<file path="src/rtl/dram_fifo_wr_arb.sv">
// Round-robin write arbiter/packer: two 16-bit sources into the 128-bit DRAM FIFO port.
// Optional idle-timeout zero padding of partial entries when WR_ARB_PAD_TIMEOUT_EN is defined.
module dram_fifo_wr_arb #(
    parameter int unsigned BURST       = 16,
    parameter int unsigned PAD_TIMEOUT = 255
) (
    input  logic         ifclk,
    input  logic         reset,
    input  logic [15:0]  s0_data,
    input  logic         s0_valid,
    output logic         s0_ready,
    input  logic [15:0]  s1_data,
    input  logic         s1_valid,
    output logic         s1_ready,
    output logic [127:0] DI,
    output logic         WREN,
    input  logic         FULL,
    output logic [1:0]   grant,
    output logic [7:0]   pad_cnt
);

    if (BURST < 1 || BURST > 255) begin : g_burst_range
        $error("BURST out of range 1..255");
    end
    if (PAD_TIMEOUT < 1 || PAD_TIMEOUT > 255) begin : g_pad_range
        $error("PAD_TIMEOUT out of range 1..255");
    end

    localparam logic [7:0] BURST_LIM = 8'(BURST);

    typedef enum logic [1:0] {IDLE, G0, G1} state_t;

    state_t         state, state_nxt;
    logic           last;
    logic [111:0]   pack;
    logic [2:0]     pack_cnt;
    logic [7:0]     burst_cnt;
    logic           pend;
    logic [127:0]   di_q;

    logic           granted;
    logic           sel_valid;
    logic [15:0]    sel_data;
    logic           oth_valid;
    logic           blocked;
    logic           pad_active;
    logic           acc;
    logic           shift;
    logic [15:0]    shift_word;
    logic           complete;
    logic [2:0]     pack_cnt_nxt;
    logic [7:0]     burst_cnt_inc;
    logic           boundary;

    // Datapath decode for the currently granted source
    always_comb begin
        granted       = (state != IDLE);
        sel_valid     = 1'b0;
        sel_data      = '0;
        oth_valid     = 1'b0;
        if (state == G0) begin
            sel_valid = s0_valid;
            sel_data  = s0_data;
            oth_valid = s1_valid;
        end else if (state == G1) begin
            sel_valid = s1_valid;
            sel_data  = s1_data;
            oth_valid = s0_valid;
        end
        blocked       = pend & FULL & (pack_cnt == 3'd7);
        acc           = granted & sel_valid & ~blocked & ~pad_active;
        shift         = acc | (pad_active & ~blocked);
        shift_word    = acc ? sel_data : '0;
        complete      = shift & (pack_cnt == 3'd7);
        pack_cnt_nxt  = shift ? pack_cnt + 3'd1 : pack_cnt;
        burst_cnt_inc = (complete && burst_cnt != 8'hFF) ? burst_cnt + 8'd1 : burst_cnt;
        boundary      = granted & (pack_cnt_nxt == 3'd0);
    end

    always_ff @(posedge ifclk) begin
        if (reset) begin
            state <= IDLE;
            last  <= 1'b1;
        end else begin
            state <= state_nxt;
            if (state_nxt == G0 && state != G0) begin
                last <= 1'b0;
            end else if (state_nxt == G1 && state != G1) begin
                last <= 1'b1;
            end
        end
    end

    always_comb begin
        state_nxt = state;
        case (state)
            IDLE: begin
                if (s0_valid && s1_valid) begin
                    state_nxt = last ? G0 : G1;
                end else if (s0_valid) begin
                    state_nxt = G0;
                end else if (s1_valid) begin
                    state_nxt = G1;
                end
            end
            G0, G1: begin
                // Grant may only move at an entry boundary; burst switch takes priority
                if (boundary) begin
                    if (burst_cnt_inc >= BURST_LIM && oth_valid) begin
                        state_nxt = (state == G0) ? G1 : G0;
                    end else if (!sel_valid) begin
                        state_nxt = IDLE;
                    end
                end
            end
            default: state_nxt = IDLE;
        endcase
    end

    always_comb begin
        grant    = 2'b00;
        s0_ready = 1'b0;
        s1_ready = 1'b0;
        case (state)
            G0: begin
                grant    = 2'b01;
                s0_ready = ~blocked & ~pad_active;
            end
            G1: begin
                grant    = 2'b10;
                s1_ready = ~blocked & ~pad_active;
            end
            default: grant = 2'b00;
        endcase
        WREN = pend & ~FULL;
    end

    always_ff @(posedge ifclk) begin
        if (reset) begin
            pack      <= '0;
            pack_cnt  <= '0;
            burst_cnt <= '0;
            pend      <= 1'b0;
            di_q      <= '0;
        end else begin
            if (shift) begin
                pack <= {shift_word, pack[111:16]};
            end
            pack_cnt  <= pack_cnt_nxt;
            burst_cnt <= (state_nxt != state) ? '0 : burst_cnt_inc;
            if (complete) begin
                di_q <= {shift_word, pack};
            end
            // A completing entry keeps pend set even while the previous one drains
            pend <= complete | (pend & FULL);
        end
    end

    assign DI = di_q;

`ifdef WR_ARB_PAD_TIMEOUT_EN
    localparam logic [7:0] PAD_LIM = 8'(PAD_TIMEOUT);

    logic [7:0] idle_cnt;
    logic [7:0] pad_cnt_q;

    assign pad_active = granted & (pack_cnt != 3'd0) & (idle_cnt >= PAD_LIM);

    always_ff @(posedge ifclk) begin
        if (reset) begin
            idle_cnt  <= '0;
            pad_cnt_q <= '0;
        end else begin
            if (!granted || pack_cnt_nxt == 3'd0 || acc) begin
                idle_cnt <= '0;
            end else if (idle_cnt < PAD_LIM) begin
                idle_cnt <= idle_cnt + 8'd1;
            end
            if (complete && pad_active && pad_cnt_q != 8'hFF) begin
                pad_cnt_q <= pad_cnt_q + 8'd1;
            end
        end
    end

    assign pad_cnt = pad_cnt_q;
`else
    assign pad_active = 1'b0;
    assign pad_cnt    = '0;
`endif

endmodule

</file>
<file path="config.mk">
export PLATFORM = sky130hd
export DESIGN_NAME = dram_fifo_wr_arb
export DESIGN_NICKNAME = d
export VERILOG_FILES = /design/src/rtl/dram_fifo_wr_arb.sv
export SDC_FILE = /design/constraint.sdc
export NUM_CORES = 1
export LEC_CHECK = 0
export BUFFER_PORTS_ARGS = -buffer_cell sky130_fd_sc_hd__buf_2
export CORE_ASPECT_RATIO = 0.75
export CORE_UTILIZATION = 55
export CTS_CLUSTER_SIZE = 40
export DETAILED_ROUTE_END_ITERATION = 16
export PLACE_DENSITY = 0.84
export SYNTH_ARGS = -nofsm -noshare
export SYNTH_HDL_FRONTEND = slang
export SYNTH_SLANG_ARGS = --single-unit
</file>
<file path="constraint.sdc">
create_clock -name ifclk -period 6.82 [get_ports ifclk]
set_clock_uncertainty 0.1 [all_clocks]
set_input_delay 0.682 -clock ifclk [delete_from_list [all_inputs] [get_ports ifclk]]
set_output_delay 0.682 -clock ifclk [all_outputs]
set_load 0.01 [all_outputs]
</file>
Word level (Yosys, flattened, before mapping)
Index checks and enable logic that the tools add are counted.
- input bits: 37
- logic and storage cells: 63
- register bits: 255
- output and inout port bits: 141
- mux-type cells: 23
- order comparisons: 1
- reduce and logical (&&, ||, !) cells: 11
- eq/ne operators: 9
- add/sub/neg operators: 2
- bitwise gates (word level): 10
- operators with widths (kind ; number):
    16-bit 2-to-1 mux ; 3
    2-bit 2-to-1 mux ; 8
    8-bit by 1-bit adder with 8-bit output (second input constant) ; 1
    8-bit by 5-bit greater-or-equal comparator with 1-bit output (second input constant) ; 1
    1-bit 2-to-1 mux ; 8
    8-bit 2-to-1 mux ; 1
    8-bit inequality test (second input constant) ; 1
    2-bit one-hot mux with 2 select lines ; 2
    1-bit bitwise AND ; 7
    1-bit logical AND ; 5
    2-bit by 1-bit equality test with 1-bit output (second input constant) ; 2
    2-bit equality test (second input constant) ; 2
    2-bit nonzero test ; 2
    2-bit OR reduction ; 2
    3-bit by 1-bit adder with 3-bit output (second input constant) ; 1
    3-bit equality test (second input constant) ; 1
    3-bit zero test ; 1
    3-bit 2-to-1 mux ; 1
    2-bit zero test ; 1
    2-bit by 1-bit inequality test with 1-bit output (second input constant) ; 1
    2-bit inequality test ; 1
    2-bit inequality test (second input constant) ; 1
    1-bit inverter ; 2
    1-bit bitwise OR ; 1

Logic depth before layout (Yosys ltp)
- depth in word-level cells: 17
- mapped depth: 11
- depth with buffers taken out: 10

Least setup slack after synthesis
OpenSTA, ideal clock, no wires.
- path type: register to register
- start: reg state[1]
- end: reg burst_cnt[0]
- path buffers: 1
- stages on the path, launching flop included: 12
- data required time: 6.595 ns
- setup time: 0.125 ns
- path slack: 3.781 ns
- clock period less this slack: 3.039 ns
- arrival time: 2.813 ns
- cells stage by stage: dfxtp_1 -> inv_1 -> ha_1 -> nand3b_4 -> a221o_1 -> buf_2 -> a41oi_4 -> a32oi_1 -> o311a_1 -> a21oi_2 -> o21a_1 -> nor3_1
- cells in the longest elaborated chain, start to end: 15
- elaborated cells on any way between the ends: 29
- classes of those cells: order compare: 1; eq/ne: 3; mux: 14; bitwise: 4; reduce/logical: 7
- ends and longest elaborated chain (item ; line ; source):
    start: declaration ; 33 ; state_t state, state_nxt;
    start signal: assignment ; 85 ; state <= state_nxt;
    2-bit equality test ; 65, 96 ;
    1-bit 2-to-1 mux ; 65 ; end else if (state == G1) begin
    1-bit 2-to-1 mux ; 61 ; if (state == G0) begin
    1-bit bitwise AND (2 in a row) ; 71 ; acc = granted & sel_valid & ~blocked & ~pad_active;
    1-bit bitwise AND ; 74 ; complete = shift & (pack_cnt == 3'd7);
    1-bit logical AND ; 76 ; burst_cnt_inc = (complete && burst_cnt != 8'hFF) ? burst_cnt + 8'd1 : burst_cnt;
    8-bit 2-to-1 mux ; 76 ;
    8-bit by 5-bit greater-or-equal comparator with 1-bit output ; 109 ; if (burst_cnt_inc >= BURST_LIM && oth_valid) begin
    1-bit logical AND ; 109 ;
    2-bit 2-to-1 mux ; 109 ;
    2-bit 2-to-1 mux ; 108 ; if (boundary) begin
    2-bit one-hot mux with 2 select lines ; 96 ; case (state)
    2-bit inequality test ; 150 ; burst_cnt <= (state_nxt != state) ? '0 : burst_cnt_inc;
    2-bit OR reduction (no source line) ; -- ;
    end signal: assignment ; 150 ;
    end: declaration ; 37 ; logic [7:0] burst_cnt;
Parallel ways exist; a longest one is shown, timed or not.
A chain may end at the register's enable or synchronous reset.

Worst setup path after layout
- start: reg state[1]
- end: reg burst_cnt[2]
Same word-level chain as after synthesis.

==> flow_summary.ini <==
[worst_setup_path]
crit_start = state[1]
crit_arrival_ns = 4.49
reg2reg_from = state[1]
cp-end-kind = flop
worst_setup_path_start_kind = flop
crit_fanout = 57
required_ns = 7.11
worstSetupPathType = reg2reg

[yosys]
synth_async_sr_flop_share_pct = 0
syn_area_per_cell_um2 = 7.96
synthFlopType = dfxtp_1
synth.most_common_cell = nand2_1
syn-cell-area_um2 = 9430
synth_area_leader_cell = dfxtp_1
ys_types = 50
synth_top_area_share_pct = 54.1
synth_edf_count = 0
syn_inst = 1185
ys_seq_area_share_pct = 54.1
ys_warn_count = 0
ys_ff_latch = 255
synthTopCellsByArea = dfxtp_1 54%, nand2_1 17%, a21oi_1 11%, clkbuf_1 3.3%, a211oi_1 2.6%
synthTopCellsByCount = 431 x nand2_1, 255 x dfxtp_1, 212 x a21oi_1, 82 x clkbuf_1, 43 x nor2_1

[clock_network]
clock_latency_ns = 0.52
cts_resized = 0
cts_buffer_depth = 3
cts.sinks = 255
cts_tree = built
clk_pin_slew_worst_paths_ns = 0.07
htree_levels = 1
cts-root-buf = clkbuf_16
cts_setup_buffers = 0
ctsHoldBuffers = 0
cts_buffers = 23

[grt]
grt_max_degree = 99
track_usage_pct = 25.4
antenna_found_initial = 0
grt-ovfl-total = 0
grt_pass1_wl_mm = 36.9
grt_pass1_vias = 7442

[finish]
layout-drive-gt1-share_pct = 17.0
fin_area_um2 = 11000
area_growth_pct = 16.9
n_antenna_cell = 0
layout.nets = 1339

[drt]
drtPass1Iterations = 5
wl_per_cell_um = 15.0
totalWireLength_mm = 22.9
vias = 8375
drc = 0
ant_nets = 0
drt_iter0_drc = 792
via_per_inst = 5.50

[power]
pwr-share-clk_pct = 41.2
leakage_uw = 0.00411
internal_power_uw = 2320
pwr_density_cell_nw_per_um2 = 282
vdd_drop_max_mv = 0.191
seqPwrFrac_pct = 49.2
p_sw_share_pct = 25.4
combinationalPowerShare_pct = 9.6
power_switching_uw = 793

[timing]
period_minus_slack_ns = 4.20
setup_viol = 0
finalHoldViolations = 0
fmax_mhz = 238
finalCritPeriodShare_pct = 61.5
tightestPinTransition_ns = 1.06
tns_ns = 0
max_slew_margin_pct = 29.4
rsz0062_at_grt = false
slew_violations = 0

[job]
cap_violations = 0

[placement]
placed_cell_area_um2 = 10300
gp_congestion = 0.874
portBuffers = 169
dpl.hpwl_mm = 15.1

[floorplanning]
start_util_pct = 56.2
ios = 178
design.core.area_um2 = 16800
die_height_um = 115
die_area_um2 = 17700
row_count = 41
die_x_um = 153

[run_status]
status = finished clean

[min_path]
worst_hold_path_type = reg2reg
hp-start = DI[2]
[state kept, by name (all words and copies together) (netlist names)]
signal	cells
pack	112
last	1
burst_cnt	8
state	2
pack_cnt	3
pend	1
DI	128
[power groups by stage]
stage | combinational [uW] | clock [uW] | sequential (uW)
floorplan | 224 | 0 | 1560
global placement | 295 | 0 | 1570
detailed placement | 294 | 0 | 1570
CTS | 294 | 1300 | 1530
global route | 327 | 1360 | 1540
finish | 298 | 1280 | 1530
[critical path: stages, from the launching register on]
cell	delay [ns]
dfxtp_1	0.41
inv_1	0.15
ha_1	0.66
nand2_1	0.36
a221o_4	0.68
a41oi_4	0.41
a32oi_1	0.21
o311a_1	0.42
a21oi_2	0.25
o21a_1	0.31
nor3_1	0.11
[final cells by class]
cell class / count / area (um2)
fill: 1408 / 5740
multi-input combinational: 833 / 3980
inverter: 5 / 18.8
tap: 215 / 269
clock inverter: 5 / 48.8
clock buffer: 35 / 711
sequential: 255 / 5100
timing repair buffer: 176 / 905
[metrics by stage]
stage	hold slack [ns]	setup WS (ns)	total power (uW)	std cells	util, %
after floorplan	0.332	3.78	1780	1192	-
after global placement	0.339	2.82	1860	1484	61.2
after detailed placement	0.343	2.70	1860	1484	61.2
after CTS	0.352	2.67	3130	1524	65.8
after global routing	0.368	2.26	3220	1524	65.8
final	0.351	2.62	3120	1524	65.8
[cells in the final DEF, fill, tap and decap left out, types with 3 or more instances in the layout]
cell / instances
nand2_1: 431
conb_1: 8
xor2_1: 4
a211oi_1: 33
xnor2_1: 3
nor3_1: 12
buf_4: 7
and2_1: 6
mux2i_1: 3
buf_2: 168
o21ai_0: 7
a21oi_1: 212
clkbuf_16: 23
inv_1: 4
nand4_1: 3
a22oi_1: 16
nand3_1: 8
ha_1: 8
clkbuf_1: 3
dfxtp_1: 255
clkbuf_8: 9
nor2_1: 43
[logic make-up (layout without fill, tap and decap cells)]
| kind of cell | Yosys count | after routing | synth area share, % |
|---|---|---|---|
| mux | 3 | 3 | 0.318 |
| compound gates | 290 | 290 | 17.7 |
| simple gates | 517 | 517 | 21.7 |
| buf+inv | 104 | 221 | 4.47 |
| xor+xnor | 7 | 7 | 0.650 |
| fa+ha+maj | 8 | 8 | 1.06 |
| flops | 255 | 255 | 54.1 |
| other cells | 1 | 8 | 0.0397 |
[metal layers]
layer  share of wire [%]  GRT usage [%]
met2                  44           40.3
met1                  46           36.1
met5                   0              0
met3                 7.3           4.08
met4                 2.4           7.41
[worst paths after layout]
| check | to | slack [ns] | depth (start not counted) |
|---|---|---|---|
| setup / recovery | burst_cnt[2] | 2.62 | 10 |
| hold / removal | DI[2] | 0.35 | 2 |
| setup reg to reg | burst_cnt[2] | 2.62 | 10 |
| hold reg to reg | DI[2] | 0.35 | 2 |
No activity file was read; power rests on OpenSTA's default activity.
